$ cat config.mk
export PLATFORM = sky130hd
export DESIGN_NAME = cdc_strobe_arbiter
export DESIGN_NICKNAME = d
export VERILOG_FILES = /design/src/rtl/cdc_arb_pkg.sv /design/src/rtl/cdc_strobe_arbiter_rr.sv /design/src/rtl/cdc_strobe_arbiter.sv
export SDC_FILE = /design/constraint.sdc
export NUM_CORES = 1
export LEC_CHECK = 0
export CAP_MARGIN = 20
export CORE_ASPECT_RATIO = 0.5
export CORE_UTILIZATION = 60
export DETAILED_ROUTE_END_ITERATION = 10
export GPL_ROUTABILITY_DRIVEN = 1
export PLACE_DENSITY_LB_ADDON = 0.25
export SYNTH_ARGS = -nofsm -noshare
export SYNTH_HDL_FRONTEND = slang
export SYNTH_SLANG_ARGS = --single-unit
export TNS_END_PERCENT = 20
$ cat constraint.sdc
create_clock -name source_clk -period 7.35 [get_ports source_clk]
set_input_delay 1.47 -clock source_clk [delete_from_list [all_inputs] [get_ports source_clk]]
set_output_delay 1.47 -clock source_clk [all_outputs]
set_load 0.005 [all_outputs]
$ cat src/rtl/cdc_arb_pkg.sv
`default_nettype none
// ============================================================================
// Module      : cdc_arb_pkg
// Description : Shared types and default constants for the strobe arbiter
//               that multiplexes several requesters onto one handshake
//               channel.
// Revision    : 1.0 - initial release
// ============================================================================
package cdc_arb_pkg;

  // Default configuration of the arbiter
  localparam int C_DEFAULT_NUM_REQ   = 4;
  localparam int C_DEFAULT_CNT_W     = 4;
  localparam int C_DEFAULT_TO_CYCLES = 8;

  // Handshake sequencer states
  typedef enum logic [1:0] {
    ST_IDLE    = 2'd0,
    ST_ISSUE   = 2'd1,
    ST_WAIT_HI = 2'd2,
    ST_WAIT_LO = 2'd3
  } arb_state_e;

  // Width needed to count 0..value-1, never narrower than one bit
  function automatic int clog2_min1(input int value);
    if (value <= 2) begin
      return 1;
    end
    return $clog2(value);
  endfunction

endpackage
`default_nettype wire

$ cat src/rtl/cdc_strobe_arbiter_rr.sv
`default_nettype none
// ============================================================================
// Module      : rr_arbiter
// Description : Combinational round-robin selector. Scans the request vector
//               starting at the pointer position and wrapping around, and
//               returns the first active request as one-hot and as an index.
// Revision    : 1.0 - initial release
// ============================================================================
module rr_arbiter
  import cdc_arb_pkg::*;
#(
  parameter int N     = C_DEFAULT_NUM_REQ,
  parameter int IDX_W = $clog2(N)
) (
  input  logic [N-1:0]     req,
  input  logic [IDX_W-1:0] ptr,
  output logic [N-1:0]     grant,
  output logic [IDX_W-1:0] grant_idx,
  output logic             grant_valid
);

  // Priority scan beginning at ptr; the pointer is always below N so a
  // single conditional subtract is enough to wrap the candidate index.
  always_comb begin
    int   cand;
    logic found;
    grant       = '0;
    grant_idx   = '0;
    grant_valid = 1'b0;
    found       = 1'b0;
    cand        = 0;
    for (int k = 0; k < N; k++) begin
      cand = int'(ptr) + k;
      if (cand >= N) begin
        cand = cand - N;
      end
      if (!found && req[cand]) begin
        found       = 1'b1;
        grant[cand] = 1'b1;
        grant_idx   = cand[IDX_W-1:0];
        grant_valid = 1'b1;
      end
    end
  end

endmodule
`default_nettype wire

$ cat src/rtl/cdc_strobe_arbiter.sv
`default_nettype none
// ============================================================================
// Module      : cdc_strobe_arbiter
// Description : Shares one source-domain strobe/stall handshake channel
//               between NUM_REQ event requesters. Each requester owns a
//               saturating pending-event counter; a round-robin sequencer
//               issues one channel strobe per pending event and waits for the
//               stall pulse of the far side before issuing the next one.
// Revision    : 1.0 - initial release
// ============================================================================
module cdc_strobe_arbiter
  import cdc_arb_pkg::*;
#(
  parameter int NUM_REQ   = C_DEFAULT_NUM_REQ,
  parameter int CNT_W     = C_DEFAULT_CNT_W,
  parameter int TO_CYCLES = C_DEFAULT_TO_CYCLES
) (
  input  logic                       source_clk,
  input  logic                       source_reset,
  input  logic [NUM_REQ-1:0]         req_strobe,
  input  logic                       ovf_clr,
  input  logic                       ch_stall,
  output logic                       ch_strobe,
  output logic [$clog2(NUM_REQ)-1:0] ch_grant_id,
  output logic [NUM_REQ-1:0]         req_busy,
  output logic [NUM_REQ-1:0]         req_done,
  output logic [NUM_REQ-1:0]         req_overflow,
  output logic                       ch_error
);

  localparam int                ID_W     = $clog2(NUM_REQ);
  localparam int                TO_W     = clog2_min1(TO_CYCLES);
  localparam logic [TO_W-1:0]   TO_LAST  = TO_W'(TO_CYCLES - 1);
  localparam logic [ID_W-1:0]   LAST_IDX = ID_W'(NUM_REQ - 1);
  localparam logic [CNT_W-1:0]  CNT_MAX  = {CNT_W{1'b1}};

  // Sequencer state and registered outputs
  arb_state_e         state_q;
  logic [ID_W-1:0]    rr_ptr_q;
  logic [ID_W-1:0]    grant_id_q;
  logic [NUM_REQ-1:0] grant_oh_q;
  logic [NUM_REQ-1:0] done_q;
  logic               strobe_q;
  logic               error_q;
  logic [TO_W-1:0]    to_cnt_q;

  // Counter bank and overflow tracking
  logic [NUM_REQ-1:0] busy;
  logic [NUM_REQ-1:0] dec_vec;
  logic [NUM_REQ-1:0] ovf_set;
  logic [NUM_REQ-1:0] ovf_d;
  logic [NUM_REQ-1:0] ovf_q;

  // Round-robin selection results
  logic [NUM_REQ-1:0] arb_grant;
  logic [ID_W-1:0]    arb_idx;
  logic               arb_valid;

  // The winner's counter is consumed in the single ISSUE cycle only
  assign dec_vec = (state_q == ST_ISSUE) ? grant_oh_q : '0;

  // --------------------------------------------------------------------------
  // Per-requester pending-event counters
  // --------------------------------------------------------------------------
  for (genvar gi = 0; gi < NUM_REQ; gi++) begin : g_req
    logic [CNT_W-1:0] cnt_q;
    logic [CNT_W-1:0] cnt_d;
    logic             sat_drop;

    // Count up on a strobe, down on a grant; both together cancel out. A
    // strobe that would wrap a full counter is dropped and flagged.
    always_comb begin
      cnt_d    = cnt_q;
      sat_drop = 1'b0;
      case ({req_strobe[gi], dec_vec[gi]})
        2'b10: begin
          if (cnt_q == CNT_MAX) begin
            sat_drop = 1'b1;
          end else begin
            cnt_d = cnt_q + CNT_W'(1);
          end
        end
        2'b01:   cnt_d = cnt_q - CNT_W'(1);
        default: cnt_d = cnt_q;
      endcase
    end

    // Counter register; strobes seen during reset are discarded
    always_ff @(posedge source_clk) begin
      if (source_reset) begin
        cnt_q <= '0;
      end else begin
        cnt_q <= cnt_d;
      end
    end

    assign busy[gi]    = |cnt_q;
    assign ovf_set[gi] = sat_drop;
  end

  // Sticky overflow: a fresh saturation wins over a same-cycle clear
  always_comb begin
    ovf_d = ovf_set | (ovf_q & ~{NUM_REQ{ovf_clr}});
  end

  // Overflow flag register
  always_ff @(posedge source_clk) begin
    if (source_reset) begin
      ovf_q <= '0;
    end else begin
      ovf_q <= ovf_d;
    end
  end

  // --------------------------------------------------------------------------
  // Round-robin selection over requesters with pending events
  // --------------------------------------------------------------------------
  rr_arbiter #(
    .N     (NUM_REQ),
    .IDX_W (ID_W)
  ) u_rr_arbiter (
    .req         (busy),
    .ptr         (rr_ptr_q),
    .grant       (arb_grant),
    .grant_idx   (arb_idx),
    .grant_valid (arb_valid)
  );

  // --------------------------------------------------------------------------
  // Handshake sequencer: one strobe in flight, wait for stall high then low
  // --------------------------------------------------------------------------
  always_ff @(posedge source_clk) begin
    if (source_reset) begin
      state_q    <= ST_IDLE;
      rr_ptr_q   <= '0;
      grant_id_q <= '0;
      grant_oh_q <= '0;
      strobe_q   <= 1'b0;
      done_q     <= '0;
      error_q    <= 1'b0;
      to_cnt_q   <= '0;
    end else begin
      strobe_q <= 1'b0;
      done_q   <= '0;
      case (state_q)
        ST_IDLE: begin
          // Only start when the channel is quiet so the strobe is not lost
          if (!ch_stall && arb_valid) begin
            state_q    <= ST_ISSUE;
            strobe_q   <= 1'b1;
            grant_id_q <= arb_idx;
            grant_oh_q <= arb_grant;
            rr_ptr_q   <= (arb_idx == LAST_IDX) ? '0 : arb_idx + ID_W'(1);
          end
        end
        ST_ISSUE: begin
          state_q  <= ST_WAIT_HI;
          to_cnt_q <= '0;
        end
        ST_WAIT_HI: begin
          if (ch_stall) begin
            state_q <= ST_WAIT_LO;
          end else if (to_cnt_q == TO_LAST) begin
            // Far side never acknowledged: give up without a completion
            state_q <= ST_IDLE;
            error_q <= 1'b1;
          end else begin
            to_cnt_q <= to_cnt_q + TO_W'(1);
          end
        end
        ST_WAIT_LO: begin
          if (!ch_stall) begin
            state_q <= ST_IDLE;
            done_q  <= grant_oh_q;
          end
        end
        default: state_q <= ST_IDLE;
      endcase
    end
  end

  assign ch_strobe    = strobe_q;
  assign ch_grant_id  = grant_id_q;
  assign req_busy     = busy;
  assign req_done     = done_q;
  assign req_overflow = ovf_q;
  assign ch_error     = error_q;

endmodule
`default_nettype wire

# --- Yosys cells after proc, flatten, opt, wreduce, memory -nomap -nowiden ---
# Cells that the tools add are included.
# Widths: inputs -> output; s select.
totals:
  register_bits: 39
  inputBits: 8
  output_inout_bits: 16
  elab_cells: 172
op_classes:
  add_sub_neg: 17
  n_lt_le_gt_ge: 12
  n_eq_ne: 26
  mux: 63
  n_bitwise: 9
  reduce_logical: 32
op_table:
  columns: ["op", "count"]
  rows:
  - ["$ge 32x1->1 const B", 4]
  - ["$lt 32x4->1 const B", 4]
  - ["$mux 32", 4]
  - ["$ge 32x4->1 const B", 3]
  - ["$sub 32x4->32 const B", 3]
  - ["$mux 4", 9]
  - ["$pmux 4 s2", 4]
  - ["$mux 1", 25]
  - ["$mux 2", 9]
  - ["$add 4x1->4 const B", 4]
  - ["$eq 4x4->1 const B", 4]
  - ["$ne 2x2->1 const B", 8]
  - ["$or 4x4->4", 4]
  - ["$reduce_or 4->1", 4]
  - ["$sub 4x1->4 const B", 4]
  - ["$eq 2x2->1 const B", 7]
  - ["$eq 2x1->1 const B", 5]
  - ["$reduce_and 2->1", 5]
  - ["$reduce_bool 2->1", 5]
  - ["$reduce_and 3->1", 3]
  - ["$bmux 1 s2", 4]
  - ["$demux 1 s2", 4]
  - ["$logic_and 1x1->1", 8]
  - ["$pmux 2 s4", 1]
  - ["17 further kinds", 24]

# --- Logic depth before layout (Yosys ltp) ---
# Gate-level depths: netlist of the first run.
depth:
  ltp_word: 18
  depth_mapped: 11
  depth_no_buf: 10

# --- Modules after synthesis ---
# A second synthesis of the first run with hierarchy kept.
hier_totals:
  cells_unflattened: 262
  hier_area_um2: 2387.3
modules_own_cells:
  columns: ["mod", "n_inst", "cells_each", "area_each_um2", "seq_area_each_um2"]
  rows:
  - ["cdc_strobe_arbiter", 1, 214, 1926.8, 780.7]
  - ["rr_arbiter", 1, 48, 460.4, 0.0]

# --- Worst setup path before layout of the first run ---
# OpenSTA, ideal clock, no wires.
synth_timing:
  path_kind: "input -> register"
  start: "input port req_strobe[2]"
  end: "register g_req[2].cnt_q[3]"
  setup_time_ns: 0.128
  arrival_time_ns: 2.801
  t_required_ns: 7.222
  setup_slack_ns: 4.422
  stages: 8
  n_path_buf: 0
  path_cell_list: "or2_2 inv_1 ha_1 a21o_1 a21oi_1 mux2i_1 xnor2_1 nor2_1"
synth_between:
  elab_chain_cells: 3
  word_cells_on_any_way: 6
  classes_between: "eq/ne: 3; mux: 1; reduce/logical: 2"
synth_rtl:
  columns: ["element", "line", "rtl"]
  rows:
  - ["start, declared", "cdc_strobe_arbiter.sv:20", "input logic [NUM_REQ-1:0] req_strobe,"]
  - ["$eq 2x2->1 / $eq 2x1->1 (equally long branches)", "cdc_strobe_arbiter.sv:75", "case ({req_strobe[gi], dec_vec[gi]})"]
  - ["$ne 2x2->1 (no line) / $reduce_bool 2->1 (equally long branches)", null, null]
  - ["$reduce_and 2->1 (no line)", null, null]
  - ["end signal, assigned", "cdc_strobe_arbiter.sv:93", "cnt_q <= cnt_d;"]
  - ["end, declared", "cdc_strobe_arbiter.sv:66", "logic [CNT_W-1:0] cnt_q;"]
# Several ways; a longest one is shown, not always the timed one.
# A chain may end at the register's enable or synchronous reset.

# --- Final worst setup path of the first run ---
layout_timing:
  start: "register g_req[2].cnt_q[1]"
  end: "output port req_busy[2]"
layout_between:
  elab_chain_cells: 1
layout_rtl:
  columns: ["element", "line", "rtl"]
  rows:
  - ["$reduce_or 4->1", "cdc_strobe_arbiter.sv:97", "assign busy[gi] = |cnt_q;"]
  - ["end, declared", "cdc_strobe_arbiter.sv:25", "output logic [NUM_REQ-1:0] req_busy,"]
# No other way between the ends.

==> results of run 1 <==
## where the power goes
part           internal (mW)  switching [mW]  leakage (nW)
logic                  0.161           0.205         0.828
clock network          0.136          0.0757        0.0654
registers              0.237          0.0438         0.318
## metal layers
metal	GRT usage [%]	part of all wire, %	routed length, um
met2	48.48	46	2536
met4	12.06	2.7	149
met1	34.80	44	2401
met3	7.261	7.8	430
met5	0	0	0
## cell families after synthesis
kind of cell	Yosys count
and+or+nand+nor	98
buffers and inverters	26
adders and majority gates	23
muxes	15
DFF	39
AOI/OAI and AO/OA	53
xor gates and xnor gates	12
## layout make-up
class / instances / area, um2 / share of cell area, %
multi-input combinational: 201 / 1511 / 54.10
clock inverter: 2 / 60.06 / 2.150
tap: 51 / 63.81 / 2.284
inverter: 18 / 67.56 / 2.418
sequential: 39 / 780.7 / 27.94
timing repair buffer: 24 / 237.7 / 8.509
clock buffer: 6 / 72.57 / 2.597
## path summary, 6_finish.rpt
check	from	endpoint	slack, ps	cells after the start
worst max-delay path	g_req[2].cnt_q[1]	req_busy[2]	4050	3
worst min-delay path	to_cnt_q[2]	to_cnt_q[2]	470	2
worst max register to register	rr_ptr_q[0]	rr_ptr_q[0]	4190	9
worst min register to register	to_cnt_q[2]	to_cnt_q[2]	470	2
## through the flow
step	setup WS (ps)	hold WS [ps]	utilization, %	cell area [um2]	std cells
6_report	4055	474.7	77.13	2794	341
5_1_grt	3929	506.3	77.13	2794	341
4_1_cts	4051	475.7	77.13	2794	341
3_5_place_dp	3818	464.1	73.47	2661	333
3_3_place_gp	3894	449.6	73.47	2661	333
2_1_floorplan	4422	451.6	-	2392	266
## layout by cell type, fill, tap and decap left out, drive strengths merged, types with 5 or more instances in the layout
cell	Yosys	final
nor2	40	40
dfxtp	39	39
clkdlybuf4s50	0	23
ha	19	19
nand2	18	18
inv	18	18
a21oi	17	17
xnor2	12	12
mux2i	12	12
a211oi	11	11
nor3	7	7
nand3	6	6
clkbuf	4	6
or2	5	5
## sequential cells by signal, indices dropped and copies added, names as in the netlist
register	count
req_done	4
to_cnt_q	3
rr_ptr_q	2
g_req.cnt_q	16
req_overflow	4
ch_error	1
grant_oh_q	4
ch_grant_id	2
ch_strobe	1
state_q	2
## worst min-delay path, cell delays in order (launching register included)
cell     delay (ps)
dfxtp_1         320
nand3_1          60
a21oi_1          60
==> reports/metrics.yaml, run 1 <==
outcome: "complete, no violations"
antenna_found_initial: 0
yosysTopAreaCellShare_pct: 32.64
fin_skew_ps: 4.773
die_area_um2: 4259
area_delta_synth_final_pct: 16.79
synth_edf_count: 0
synth_simple_gate_area_share_pct: 21.44
synth_compound_area_share_pct: 16.21
die_w_um: 91.30
async_flop_share_pct: 0
dieHeight_um: 46.65
cap_violations: 0
tightest_slew_ps: 1045
yosysWarnings: 0
dr.pass1.iters: 4
grt_pass1_wl_um: 8838
hpwl_um: 3717
cp_cell_sequence: "nor4_4, inv_2, clkdlybuf4s50_1"
synthFlopType: "dfxtp_1"
crit_fanout: 7
synth_seq_cells: 39
synth-adder-area-share_pct: 13.28
fillers: 252
synth_nets: 297
timing.final.crit_share_pct: 44.83
clk_latency_ps: 290
core_um2: 3622
crit_family: "buffers and inverters"
cts.clk_slew.worst_paths_ps: 80
finalMaxSlewViolations: 0
synth.most_common_cell: "nor2_1"
clock-sinks: 39
dr_total_vias: 2015
rsz0062_at_grt: "false"
setup_viol: 0
synth_top_cell_by_area: "dfxtp_1"
syn_area_per_cell_um2: 8.994
drc_errors: 0
fp-row-count: 15
synth_area_leaders: "dfxtp_1, ha_1, nor2_1, mux2i_1, xnor2_1"
postCtsHoldBufs: 0
syn_area_um2: 2392
fmax_mhz: 303.5
synthMuxAreaShare_pct: 7.845
relSlewSlack_pct: 29.57
synth.distinct_cells: 42
cts_tree: "done"
via_per_inst: 5.909
period_minus_slack_ps: 3295
critPathSlowestCell: "nor4_4"
place.gp.congestion: 0.9199
post-cts-setup-buffers: 0
hold_viol: 0
cts_resized: 0
required_ps: 5880
start_util_pct: 66.04
drive_gt1_share_pct: 9.655
powerDensity_nw_per_um2: 306.8
wl_per_cell_um: 16.18
critPathLaunchType: "flip-flop"
port-buffer-count: 23
critPathBufInv: 2
track_usage_pct: 28.14
yosysSeqAreaShare_pct: 32.64
nNetsFinal: 320
cts_max_level: 2
antenna_cells: 0
final.setup.tns_ps: 0
cts-root-buf: "clkbuf_8"
drt_wl_total_um: 5518
p_total_mw: 0.8571
synth_common_cells: "nor2_1, dfxtp_1, ha_1"
hp-class: "reg -> reg"
critPathMaxStageDelay_ps: 520
synthXorXnorAreaFrac_pct: 4.393
arrival_ps: 1830
synth_top_family_by_area: "simple AND/OR/NAND/NOR gates"
cts_buffer_depth: 2
grt_pass1_vias: 1881
end_kind: "output pin"
numCtsBuffers: 5
netlist_instances: 266
ir_drop_mv: 0.2901
leakage_nw: 1.212
overflow: 0
num_io_pins: 24
drtIter0Drc: 97
drtAntennaViolNets: 0
grt_max_degree: 36
worstSetupPathType: "reg -> out"
Power figures use the tool's default switching activity.
==> run 2: changes to the inputs <==
Settings changed: CORE_UTILIZATION 60 to 51.
Clock period 7.35 ns to 2.9 ns, I/O delays scaled along.
==> run 2 against run 1 <==
Against the previous run: power grew to 2.6 times the previous value; clock-buffer cell count unchanged; worst setup slack got worse by 3900 ps; non-clock buffer count grew 7; largest power group unchanged.
==> reports/metrics.yaml, run 2 (same netlist as run 1, synthesis figures left out) <==
largest_reg_flops: 16
grt_pass1_wl_um: 9273
worstSetupPathType: "reg -> reg"
cts-root-buf: "clkbuf_8"
power_frac_seq_pct: 29.9
dr_wl_met3_um: 292
p_int_mw: 1.399
dr.pass1.iters: 4
setup_viol: 0
worstHoldStart: "to_cnt_q[2]"
clock-sinks: 39
hp-class: "reg -> reg"
cts_buffer_depth: 2
p_total_mw: 2.216
die_w_um: 98.86
port-buffer-count: 23
finalCoreUtilization_pct: 64.26
layout_common_cells: "nor2_1, dfxtp_1, clkdlybuf4s50_1, ha_1, nand2_1"
leakage_nw: 1.246
drt-met1-wl_um: 2549
relSlewSlack_pct: 34.18
critPathSlowestCell: "mux4_2"
final.setup.tns_ps: 0
stdcell_count: 354
start_util_pct: 53.81
timing.rr.end: "rr_ptr_q[0]"
num_io_pins: 24
hpwl_um: 3987
drc_errors: 0
min_delay_path_depth: 2
overflow: 0
cap_violations: 0
rsz0062_at_grt: "true"
antenna_cells: 0
met2_length_um: 2381
tightest_slew_ps: 976.7
comb_power_share_pct: 45.6
place_area_um2: 2721
fp-row-count: 17
top_register: "g_req.cnt_q"
drive_gt1_share_pct: 12.12
timing.final.crit_share_pct: 95.05
final_common_cell: "nor2_1"
required_ps: 3110
grt_pass1_vias: 1973
area_delta_synth_final_pct: 19.40
drtIter0Drc: 84
period_minus_slack_ps: 2756
fmax_mhz: 362.8
cts_max_level: 2
arrival_ps: 2970
outcome: "complete, no violations"
end_kind: "flip-flop"
powerDensity_nw_per_um2: 775.7
numCtsBuffers: 5
track_usage_pct: 24.36
drt_wl_total_um: 5289
fillers: 367
die_area_um2: 4986
r2r_slack_ps: 140
drtAntennaViolNets: 0
core_um2: 4446
highest_layer: "met4"
nNetsFinal: 327
seqCellArea_um2: 780.7
postCtsHoldBufs: 0
multi_input_area_um2: 1514
switching_power_mw: 0.8166
critPathLaunchType: "flip-flop"
postLayoutCellArea_um2: 2856
cts_tree: "done"
grt_max_degree: 17
fin_skew_ps: 4.801
ir_drop_mv: 0.4315
pwr-share-clk_pct: 24.5
crit_fanout: 7
swShare_pct: 36.85
critPathMaxStageDelay_ps: 490
wl_per_cell_um: 14.94
hold_viol: 0
min_to: "to_cnt_q[2]"
place.gp.congestion: 0.9114
rr_worst_depth: 9
dieHeight_um: 50.43
via_per_inst: 5.636
antenna_found_initial: 0
clk_latency_ps: 290
worstReg2RegStart: "g_req[2].cnt_q[1]"
cp_cell_sequence: "nor4_4, inv_2, mux4_2, nor2b_2, o21ai_0, o31ai_2, ha_1, or3_1, o32ai_1"
cts.clk_slew.worst_paths_ps: 80
place_inst: 346
finalMaxSlewViolations: 0
dr_total_vias: 1995
-- run 2: cell types whose count changed in the layout (fill, tap and decap cells not counted), sizes merged --
| cell | change |
|---|---|
| buf | +7 |
-- run 2: worst max path at each step --
stage | startpoint | slack (ps) | to
floorplan | rr_ptr_q[1] | 340 | rr_ptr_q[0]
global placement | g_req[2].cnt_q[3] | 230 | rr_ptr_q[0]
detailed placement | g_req[2].cnt_q[1] | 180 | rr_ptr_q[0]
CTS | g_req[2].cnt_q[1] | 160 | rr_ptr_q[0]
global route | g_req[2].cnt_q[3] | -0.5 | rr_ptr_q[0]
finish | g_req[2].cnt_q[1] | 140 | rr_ptr_q[0]
-- run 2: final cells by class --
cell class | count | share of cell area (%)
clock buffer | 6 | 2.541
clock inverter | 2 | 2.102
inverter | 18 | 2.365
multi-input combinational | 201 | 53.00
sequential | 39 | 27.33
tap | 57 | 2.497
timing repair buffer | 31 | 10.16
-- run 2: timing repair --
item                       4_1_cts  5_1_grt
setup buffers                    0        0
resized for setup                0        1
setup endpoints to repair        0        2
-- run 2: power groups by stage --
stage	logic [mW]	clock network [mW]	registers, mW
2_1_floorplan	0.702	0	0.683
3_3_place_gp	0.969	0	0.671
3_5_place_dp	0.993	0	0.675
4_1_cts	1.01	0.555	0.663
5_1_grt	1.11	0.576	0.675
6_report	1.01	0.543	0.663
-- run 2: stage by stage --
step | hold slack [ps] | setup WS (ps)
after global placement | 460.4 | 229.8
after CTS | 480.7 | 161.3
final | 478.8 | 143.5
after floorplan | 451.6 | 335.9
after detailed placement | 467.1 | 176.8
after global routing | 492.7 | -0.4814
-- run 2: metal layers --
metal | up-vias | track usage (%)
met5 | - | 0
li1 | 997 | -
met2 | 59 | 40.21
met3 | 10 | 5.850
met1 | 929 | 31.61
met4 | 0 | 8.209
-- run 2: worst max-delay path, delay by kind of cell (launching register included) --
kind                     cells  cell delay (ps)
AO/OA/AOI/OAI                3              430
adder cells (fa/ha/maj)      1              190
buffers and inverters        1              140
flip-flops                   1              370
multiplexers                 1              490
AND/OR/NAND/NOR              3             1040
